`src/rtl/clk_div_monitor.sv`:
```
// clk_div_monitor: period, duty and stuck-clock monitor for a divided clock.
// Optional duty-cycle check enabled by defining MON_DUTY_CHECK_EN.

module clk_div_monitor #(
    parameter int CNT_W      = 8,
    parameter int EXP_PERIOD = 5,
    parameter int PER_TOL    = 0,
    parameter int DUTY_TOL   = 1,
    parameter int LOCK_CNT   = 4,
    parameter int TIMEOUT    = 255
) (
    input  logic             clk,
    input  logic             rst_n,
    input  logic             clr,
    input  logic             div_in,
    output logic [CNT_W-1:0] period,
    output logic [CNT_W-1:0] high_time,
    output logic [CNT_W-1:0] low_time,
    output logic             meas_vld,
    output logic             locked,
    output logic             err_pulse,
    output logic [1:0]       err_code,
    output logic             err_sticky
);

    typedef logic [CNT_W-1:0] cnt_t;
    typedef logic [CNT_W:0]   wide_t;
    typedef logic [3:0]       lock_t;

    typedef enum logic [1:0] {
        S_IDLE,
        S_HIGH,
        S_LOW
    } state_e;

    localparam cnt_t  ONE    = cnt_t'(1);
    localparam cnt_t  TO_N   = cnt_t'(TIMEOUT);
    localparam cnt_t  DUTY_N = cnt_t'(DUTY_TOL);
    localparam wide_t EXP_W  = wide_t'(EXP_PERIOD);
    localparam wide_t PTOL_W = wide_t'(PER_TOL);
    localparam lock_t LOCK_N = lock_t'(LOCK_CNT);

`ifdef MON_DUTY_CHECK_EN
    localparam bit DUTY_EN = 1'b1;
`else
    // Duty comparator is tied off; its result never reaches the fault logic.
    localparam bit DUTY_EN = 1'b0;
`endif

    logic   s1_q, s2_q, s3_q, rise_q;
    state_e state_q, state_d;
    cnt_t   hi_q, hi_d;
    cnt_t   lo_q, lo_d;
    cnt_t   per_q, per_d;
    cnt_t   high_q, high_d;
    cnt_t   low_q, low_d;
    logic   vld_q, vld_d;
    logic   locked_q, locked_d;
    lock_t  lock_q, lock_d;
    lock_t  lock_inc;
    logic   perr_q, perr_d;
    logic [1:0] code_q, code_d;
    logic   sticky_q, sticky_d;

    wide_t  sum;
    wide_t  per_dev;
    cnt_t   per_sat;
    cnt_t   duty_dev;
    logic   per_bad;
    logic   duty_bad;
    logic   fault;
    logic   good;
    logic [1:0] fcode;

    // FSM runs one cycle behind the edge detector: s3 is the level that
    // lines up with the registered rise strobe.
    assign sum      = wide_t'(hi_q) + wide_t'(lo_q);
    assign per_sat  = sum[CNT_W] ? '1 : sum[CNT_W-1:0];
    assign per_dev  = (sum >= EXP_W) ? (sum - EXP_W) : (EXP_W - sum);
    assign per_bad  = sum[CNT_W] | (per_dev > PTOL_W);
    assign duty_dev = (hi_q >= lo_q) ? (hi_q - lo_q) : (lo_q - hi_q);
    assign duty_bad = DUTY_EN & (duty_dev > DUTY_N);
    assign lock_inc = (lock_q == LOCK_N) ? lock_q : lock_q + lock_t'(1);

    // Two-flop synchronizer, third flop and registered rise strobe
    always_ff @(posedge clk or negedge rst_n) begin
        if (!rst_n) begin
            s1_q   <= 1'b0;
            s2_q   <= 1'b0;
            s3_q   <= 1'b0;
            rise_q <= 1'b0;
        end else begin
            s1_q   <= div_in;
            s2_q   <= s1_q;
            s3_q   <= s2_q;
            rise_q <= s2_q & ~s3_q;
        end
    end

    // Next-state: level counting, publication, checks and lock tracking
    always_comb begin
        state_d  = state_q;
        hi_d     = hi_q;
        lo_d     = lo_q;
        per_d    = per_q;
        high_d   = high_q;
        low_d    = low_q;
        vld_d    = 1'b0;
        perr_d   = 1'b0;
        code_d   = code_q;
        sticky_d = sticky_q;
        lock_d   = lock_q;
        locked_d = locked_q;
        fault    = 1'b0;
        good     = 1'b0;
        fcode    = 2'd0;

        unique case (state_q)
            S_IDLE: begin
                hi_d = '0;
                lo_d = '0;
                if (rise_q) begin
                    state_d = S_HIGH;
                    hi_d    = ONE;
                end
            end
            S_HIGH: begin
                if (hi_q == TO_N) begin
                    fault   = 1'b1;
                    fcode   = 2'd3;
                    state_d = S_IDLE;
                    hi_d    = '0;
                    lo_d    = '0;
                end else if (s3_q) begin
                    hi_d = hi_q + ONE;
                end else begin
                    state_d = S_LOW;
                    lo_d    = ONE;
                end
            end
            S_LOW: begin
                if (lo_q == TO_N) begin
                    fault   = 1'b1;
                    fcode   = 2'd3;
                    state_d = S_IDLE;
                    hi_d    = '0;
                    lo_d    = '0;
                end else if (rise_q) begin
                    per_d   = per_sat;
                    high_d  = hi_q;
                    low_d   = lo_q;
                    vld_d   = 1'b1;
                    state_d = S_HIGH;
                    hi_d    = ONE;
                    lo_d    = '0;
                    if (per_bad) begin
                        fault = 1'b1;
                        fcode = 2'd1;
                    end else if (duty_bad) begin
                        fault = 1'b1;
                        fcode = 2'd2;
                    end else begin
                        good = 1'b1;
                    end
                end else begin
                    lo_d = lo_q + ONE;
                end
            end
            default: begin
                state_d = S_IDLE;
                hi_d    = '0;
                lo_d    = '0;
            end
        endcase

        // A fault outranks a simultaneous clear; clear outranks a good period
        if (fault) begin
            perr_d   = 1'b1;
            code_d   = fcode;
            sticky_d = 1'b1;
            lock_d   = '0;
            locked_d = 1'b0;
        end else if (clr) begin
            sticky_d = 1'b0;
            lock_d   = '0;
            locked_d = 1'b0;
        end else if (good) begin
            lock_d   = lock_inc;
            locked_d = (lock_inc == LOCK_N);
        end
    end

    // State, counters and registered outputs
    always_ff @(posedge clk or negedge rst_n) begin
        if (!rst_n) begin
            state_q  <= S_IDLE;
            hi_q     <= '0;
            lo_q     <= '0;
            per_q    <= '0;
            high_q   <= '0;
            low_q    <= '0;
            vld_q    <= 1'b0;
            perr_q   <= 1'b0;
            code_q   <= 2'd0;
            sticky_q <= 1'b0;
            lock_q   <= '0;
            locked_q <= 1'b0;
        end else begin
            state_q  <= state_d;
            hi_q     <= hi_d;
            lo_q     <= lo_d;
            per_q    <= per_d;
            high_q   <= high_d;
            low_q    <= low_d;
            vld_q    <= vld_d;
            perr_q   <= perr_d;
            code_q   <= code_d;
            sticky_q <= sticky_d;
            lock_q   <= lock_d;
            locked_q <= locked_d;
        end
    end

    assign period     = per_q;
    assign high_time  = high_q;
    assign low_time   = low_q;
    assign meas_vld   = vld_q;
    assign locked     = locked_q;
    assign err_pulse  = perr_q;
    assign err_code   = code_q;
    assign err_sticky = sticky_q;

endmodule
```
`config.mk`:
```
export PLATFORM = sky130hd
export DESIGN_NAME = clk_div_monitor
export DESIGN_NICKNAME = d
export VERILOG_FILES = /design/src/rtl/clk_div_monitor.sv
export SDC_FILE = /design/constraint.sdc
export NUM_CORES = 1
export LEC_CHECK = 0
export ABC_AREA = 1
export BUFFER_PORTS_ARGS = -buffer_cell sky130_fd_sc_hd__buf_2
export CORE_MARGIN = 2
export CORE_UTILIZATION = 32
export DETAILED_ROUTE_END_ITERATION = 12
export PLACE_DENSITY = 0.48
export SYNTH_ARGS = -nofsm -noshare
export SYNTH_HDL_FRONTEND = slang
export SYNTH_SLANG_ARGS = --single-unit
```
`constraint.sdc`:
```
create_clock -name clk -period 3.4 [get_ports clk]
set_input_delay 0.51 -clock clk [delete_from_list [all_inputs] [get_ports clk]]
set_output_delay 0.51 -clock clk [all_outputs]
set_load 0.005 [all_outputs]
```
# Word level (Yosys, flattened, before mapping)

Index checks and enable logic that the tools add are counted.
W data, S select, Z words.

Input bits: 4
Word-level logic and storage cells: 87
Output and inout port bits: 30
Flip-flop bits (word level): 56

Reductions and logical operators: 5
Muxes and demuxes: 45
Add/subtract/negate cells: 6
Bitwise logic cells: 4
Magnitude comparators: 2
Equal/unequal tests: 9

Operator list:

| kind                  | count |
|---|---|
| $mux W8               | 9 |
| $pmux W8 S3           | 1 |
| $mux W1               | 20 |
| $add A8 B1 Y8 const B | 2 |
| $eq A8 B8 Y1 const B  | 2 |
| $mux W4               | 4 |
| $pmux W8 S2           | 1 |
| $mux W2               | 6 |
| $add A8 B8 Y9         | 1 |
| $ge A9 B3 Y1 const B  | 1 |
| $gt A9 B1 Y1 const B  | 1 |
| $mux W9               | 1 |
| $ne A3 B3 Y1 const B  | 3 |
| $sub A3 B9 Y9 const A | 1 |
| $sub A9 B3 Y9 const B | 1 |
| $eq A4 B3 Y1 const B  | 2 |
| $pmux W2 S3           | 1 |
| $add A4 B1 Y4 const B | 1 |
| $pmux W2 S2           | 1 |
| $reduce_and A3 Y1     | 1 |
| $reduce_bool A3 Y1    | 1 |
| $eq A2 B1 Y1 const B  | 1 |
| $eq A2 B2 Y1 const B  | 1 |
| $logic_not A2 Y1      | 1 |
| 6 further kinds       | 7 |

# Logic depth before layout (Yosys ltp)

Word-level depth: 12
Mapped depth: 21
Mapped depth without buffers: 21

# Least setup slack after synthesis

OpenSTA, ideal clock, no wires.

Path type: register -> register
Start: reg hi_q[0]
End: reg locked_q, in the netlist locked
Clock period less this slack: 2.692 ns
Path slack: 0.708 ns
Setup time: 0.116 ns
Data required time: 3.284 ns
Stages on the path, launching flop included: 17
Arrival time: 2.577 ns
Path through: dfrtp_1 > ha_1 > fa_1 > inv_1 > ha_1 > a21oi_1 > nand3_1 > nor2_2 > nand3_2 > nor2_1 > nand4_1 > nand2_2 > nand3_2 > nand2_1 > inv_1 > nor2_1 > nor2_1

Longest elaborated chain between the ends: 10
Elaborated cells on any way between the ends: 19

RTL lines:

| element                                                        | line | text |
|---|---|---|
| start, declared                                                | 52   | `cnt_t hi_q, hi_d;` |
| start signal, assigned                                         | 210  | `hi_q <= hi_d;` |
| $add A8 B8 Y9                                                  | 77   | `assign sum = wide_t'(hi_q) + wide_t'(lo_q);` |
| $sub A3 B9 Y9 (tied with other cells)                          | 79   | `assign per_dev = (sum >= EXP_W) ? (sum - EXP_W) : (EXP_W - sum);` |
| $mux W9                                                        | 79   |  |
| $gt A9 B1 Y1                                                   | 80   | `assign per_bad = sum[CNT_W] \| (per_dev > PTOL_W);` |
| $or A1 B1 Y1                                                   | 80   |  |
| $mux W1                                                        | 156  | `if (per_bad) begin` |
| $mux W1                                                        | 148  | `end else if (rise_q) begin` |
| $mux W1                                                        | 142  | `if (lo_q == TO_N) begin` |
| $pmux W1 S2 / $mux W1 (equally long branches)                  | 118  | `unique case (state_q)` |
| $reduce_bool A3 Y1 (no line) / $mux W1 (equally long branches) | n/a  |  |
| end signal, assigned                                           | 220  | `locked_q <= locked_d;` |
| end, declared                                                  | 58   | `logic locked_q, locked_d;` |

Several ways; a longest one is shown, not always the timed one.
A chain may end at the register's enable or synchronous reset.

# Final worst setup path

Same ends and word-level chain as after synthesis.

==> metrics.txt <==
CP Capture Type register; Max Freq approximately 330 MHz; Compound-Gate Fraction of Synth Area 10.28%; Final Max Tran Viols 0; simple logic cell fraction of the synthesized area 28.46%; Site Rows 36; largest family of logic cells by synthesized area simple AND/OR/NAND/NOR gates; die width 104.8 um; critical path arrival 3.27 ns; # H-tree levels 2; top-area cell type share of the netlist area a little over two fifths; Final nets approximately 480; CP Data Required Time 3.66 ns; reg2reg path depth 17; io pins 34; via count ~2700; ratio of cells with drive above 1 in the final layout about 16%; Synth Area in Adders 7.932%; Vias/cell 4.574; r2r setup slk 0.38 ns; Layout area overhead 12.90%; flop and latch count out of synthesis 56; fin crit period roughly 3.0 ns; most numerous cell in the Yosys netlist nand2_1; drt pass-1 iters 4; slew margin rel. 30.16%; DP Wirelength 5638 um; max-cap violation count 0; RSZ-0062 raised after global routing false; status completed; Ys Warns 0; Iteration-0 DRC Markers 92; port bufs 33; skew final ~0.019 ns; Initial Util between 30% and 40%; Avg WL per Cell 12.53 um; Post-Syn Instances 417; # resized after CTS 0; first-pass GRT wire length 12730 um; TritonCTS Buffers 5; actual slew at the worst max-slew pin 1.048 ns; P_leak between 1.5 and 2 nW; hold_ws 0.2873 ns; final period utilization roughly nine tenths; Fin. Hold Viols 0; CP startpoint kind register; post-synthesis sequential area ratio 43.13%; Top FF cell, synth dfrtp_1; GRT overflow 0; Synth area leaders dfrtp_1 43%, nand2_1 9.7%, ha_1 7.3%; clock latency at the later pin of the worst-skew pair 0.32 ns; power per cell area 497.0 nW/um^2; Final Setup Violations 0; CTS tree yes; EDFF count, synth 0; Die Y-Extent ~100 um; mux cell area share after synthesis 0%; Total GRT Usage 14.33%; post-synthesis async set-or-reset flop share 100.0%; Post-synth top cells 84 x nand2_1, 63 x inv_1, 56 x dfrtp_1; Avg Inst Size Synth between 7 and 8 sq um; Mapped Area 3249 sq um; gpl congestion 0.8486; leading area contributor after synthesis dfrtp_1; hold path cells 1; Syn Nets ~440; Fin Setup TNS 0 ns; largest net degree at the start of global routing 46; number of antenna violations at the first check in global routing 0; die area approximately 11000 sq um; vias in the first global route 2670; worst hold path type primary input to register; xor and xnor area share after synthesis 1.348%; cts hold-fix bufs 0; Clk pin slew, worst setup/hold paths between 0.1 and 0.15 ns; reg-to-reg startpoint hi_q[0]$_DFFE_PN0P_; Crit Reg-Reg Endpoint locked$_DFFE_PN0P_; hold path startpoint div_in; CP startpoint hi_q[0]$_DFFE_PN0P_; DRC viols 0; Post-DRT Antenna Nets 0; maximum VDD drop 0.1884 mV; Util after Layout between 30% and 40%; post-synth cell types 34; Antenna diodes 0; clk root buf clkbuf_8; clk buf depth 2; Hold Path End s1_q$_DFF_PN0_; clk sinks between 50 and 60; Core Region 9819 sq um; Worst Path Max Fanout 5; crit path kind register to register; Post-Route WL about 7400 um; Post-CTS Setup Bufs 0
cells in the final DEF (no fill, tap or decap), types with 2 or more instances in the layout:
master and instances:
clkbuf_8 5, nand4_1 6, buf_2 33, o21ai_0 25, nand3b_1 2, o21a_1 2, nand2_4 2, nand2_1 84
a211oi_1 2, inv_1 63, nor3_1 7, nand3_2 2, inv_2 6, dfrtp_1 56, nand2_2 11, nor2_2 2
nor3_2 4, a31oi_1 2, buf_4 3, o21ai_1 3, ha_1 19, a21oi_1 25, nand3_1 30, xor2_1 4
nor2_1 42, clkinv_1 2, o22ai_1 3
metrics by stage:
| step | setup slack (ns) | area (sq um) | std cells | power (mW) |
|---|---|---|---|---|
| final | 0.3820 | 3669 | 589 | 1.823 |
| after CTS | 0.3652 | 3669 | 589 | 1.854 |
| after detailed placement | 0.4152 | 3582 | 581 | 1.466 |
| after floorplan | 0.7077 | 3249 | 417 | 1.252 |
| after global routing | 0.1035 | 3669 | 589 | 1.980 |
| after global placement | 0.5011 | 3582 | 581 | 1.465 |
where the power goes:
group          leakage [nW]  switching, mW  internal, mW
Combinational          1.08          0.388         0.226
Sequential            0.749         0.0656         0.766
Clock                0.0456          0.230         0.148
layer usage:
metal / share of wire, % / up-vias / global-route usage [%]
met2: 47 / 29 / 24.26
met3: 2.7 / 7 / 2.308
met1: 49 / 1252 / 18.99
met4: 1.1 / 0 / 3.810
li1: - / 1406 / -
met5: 0 / - / 0
logic make-up (layout without fill, tap and decap cells):
| logic type | count (synthesis) | count (layout) |
|---|---|---|
| adders and majority gates | 20 | 20 |
| xor gates and xnor gates | 5 | 5 |
| and+or+nand+nor | 197 | 197 |
| buffers and inverters | 76 | 115 |
| DFF | 56 | 56 |
| AOI/OAI and AO/OA | 63 | 63 |
critical path: stages (launching register included):
cell,delay (ns)
dfrtp_1,0.44
ha_1,0.26
fa_1,0.62
inv_1,0.12
ha_1,0.21
a21oi_1,0.18
nand3_1,0.14
nor2_2,0.13
nand3_2,0.08
nor2_1,0.09
nand4_1,0.10
nand2_2,0.12
nand2_1,0.06
nand2_1,0.08
nand2_2,0.06
nand2_4,0.09
nand2_4,0.07
nor2_1,0.10
how the worst max path moves through the flow:
stage,to,slack [ns]
5_1_grt,lock_q[0]$_DFFE_PN0P_,0.10
6_report,locked$_DFFE_PN0P_,0.38
2_1_floorplan,locked$_DFFE_PN0P_,0.71
3_5_place_dp,locked$_DFFE_PN0P_,0.42
4_1_cts,locked$_DFFE_PN0P_,0.37
3_3_place_gp,locked$_DFFE_PN0P_,0.50
state kept, by name, indices dropped and copies added, names as in the netlist:
| register | flops |
|---|---|
| err_code | 2 |
| err_pulse | 1 |
| err_sticky | 1 |
| hi_q | 8 |
| high_time | 8 |
| lo_q | 8 |
| lock_q | 4 |
| locked | 1 |
| low_time | 8 |
| meas_vld | 1 |
| period | 8 |
| rise_q | 1 |
| s1_q | 1 |
| s2_q | 1 |
| s3_q | 1 |
| state_q | 2 |
layout make-up:
class | instances | area (sq um)
Fill cell | 1087 | 6151
Clock inverter | 2 | 13.76
Multi-Input combinational cell | 285 | 1560
Tap cell | 133 | 166.4
Sequential cell | 56 | 1401
Timing Repair Buffer | 36 | 187.7
Inverter | 71 | 266.5
Clock buffer | 6 | 72.57
Note: power is estimated with default switching activity, not from simulation.
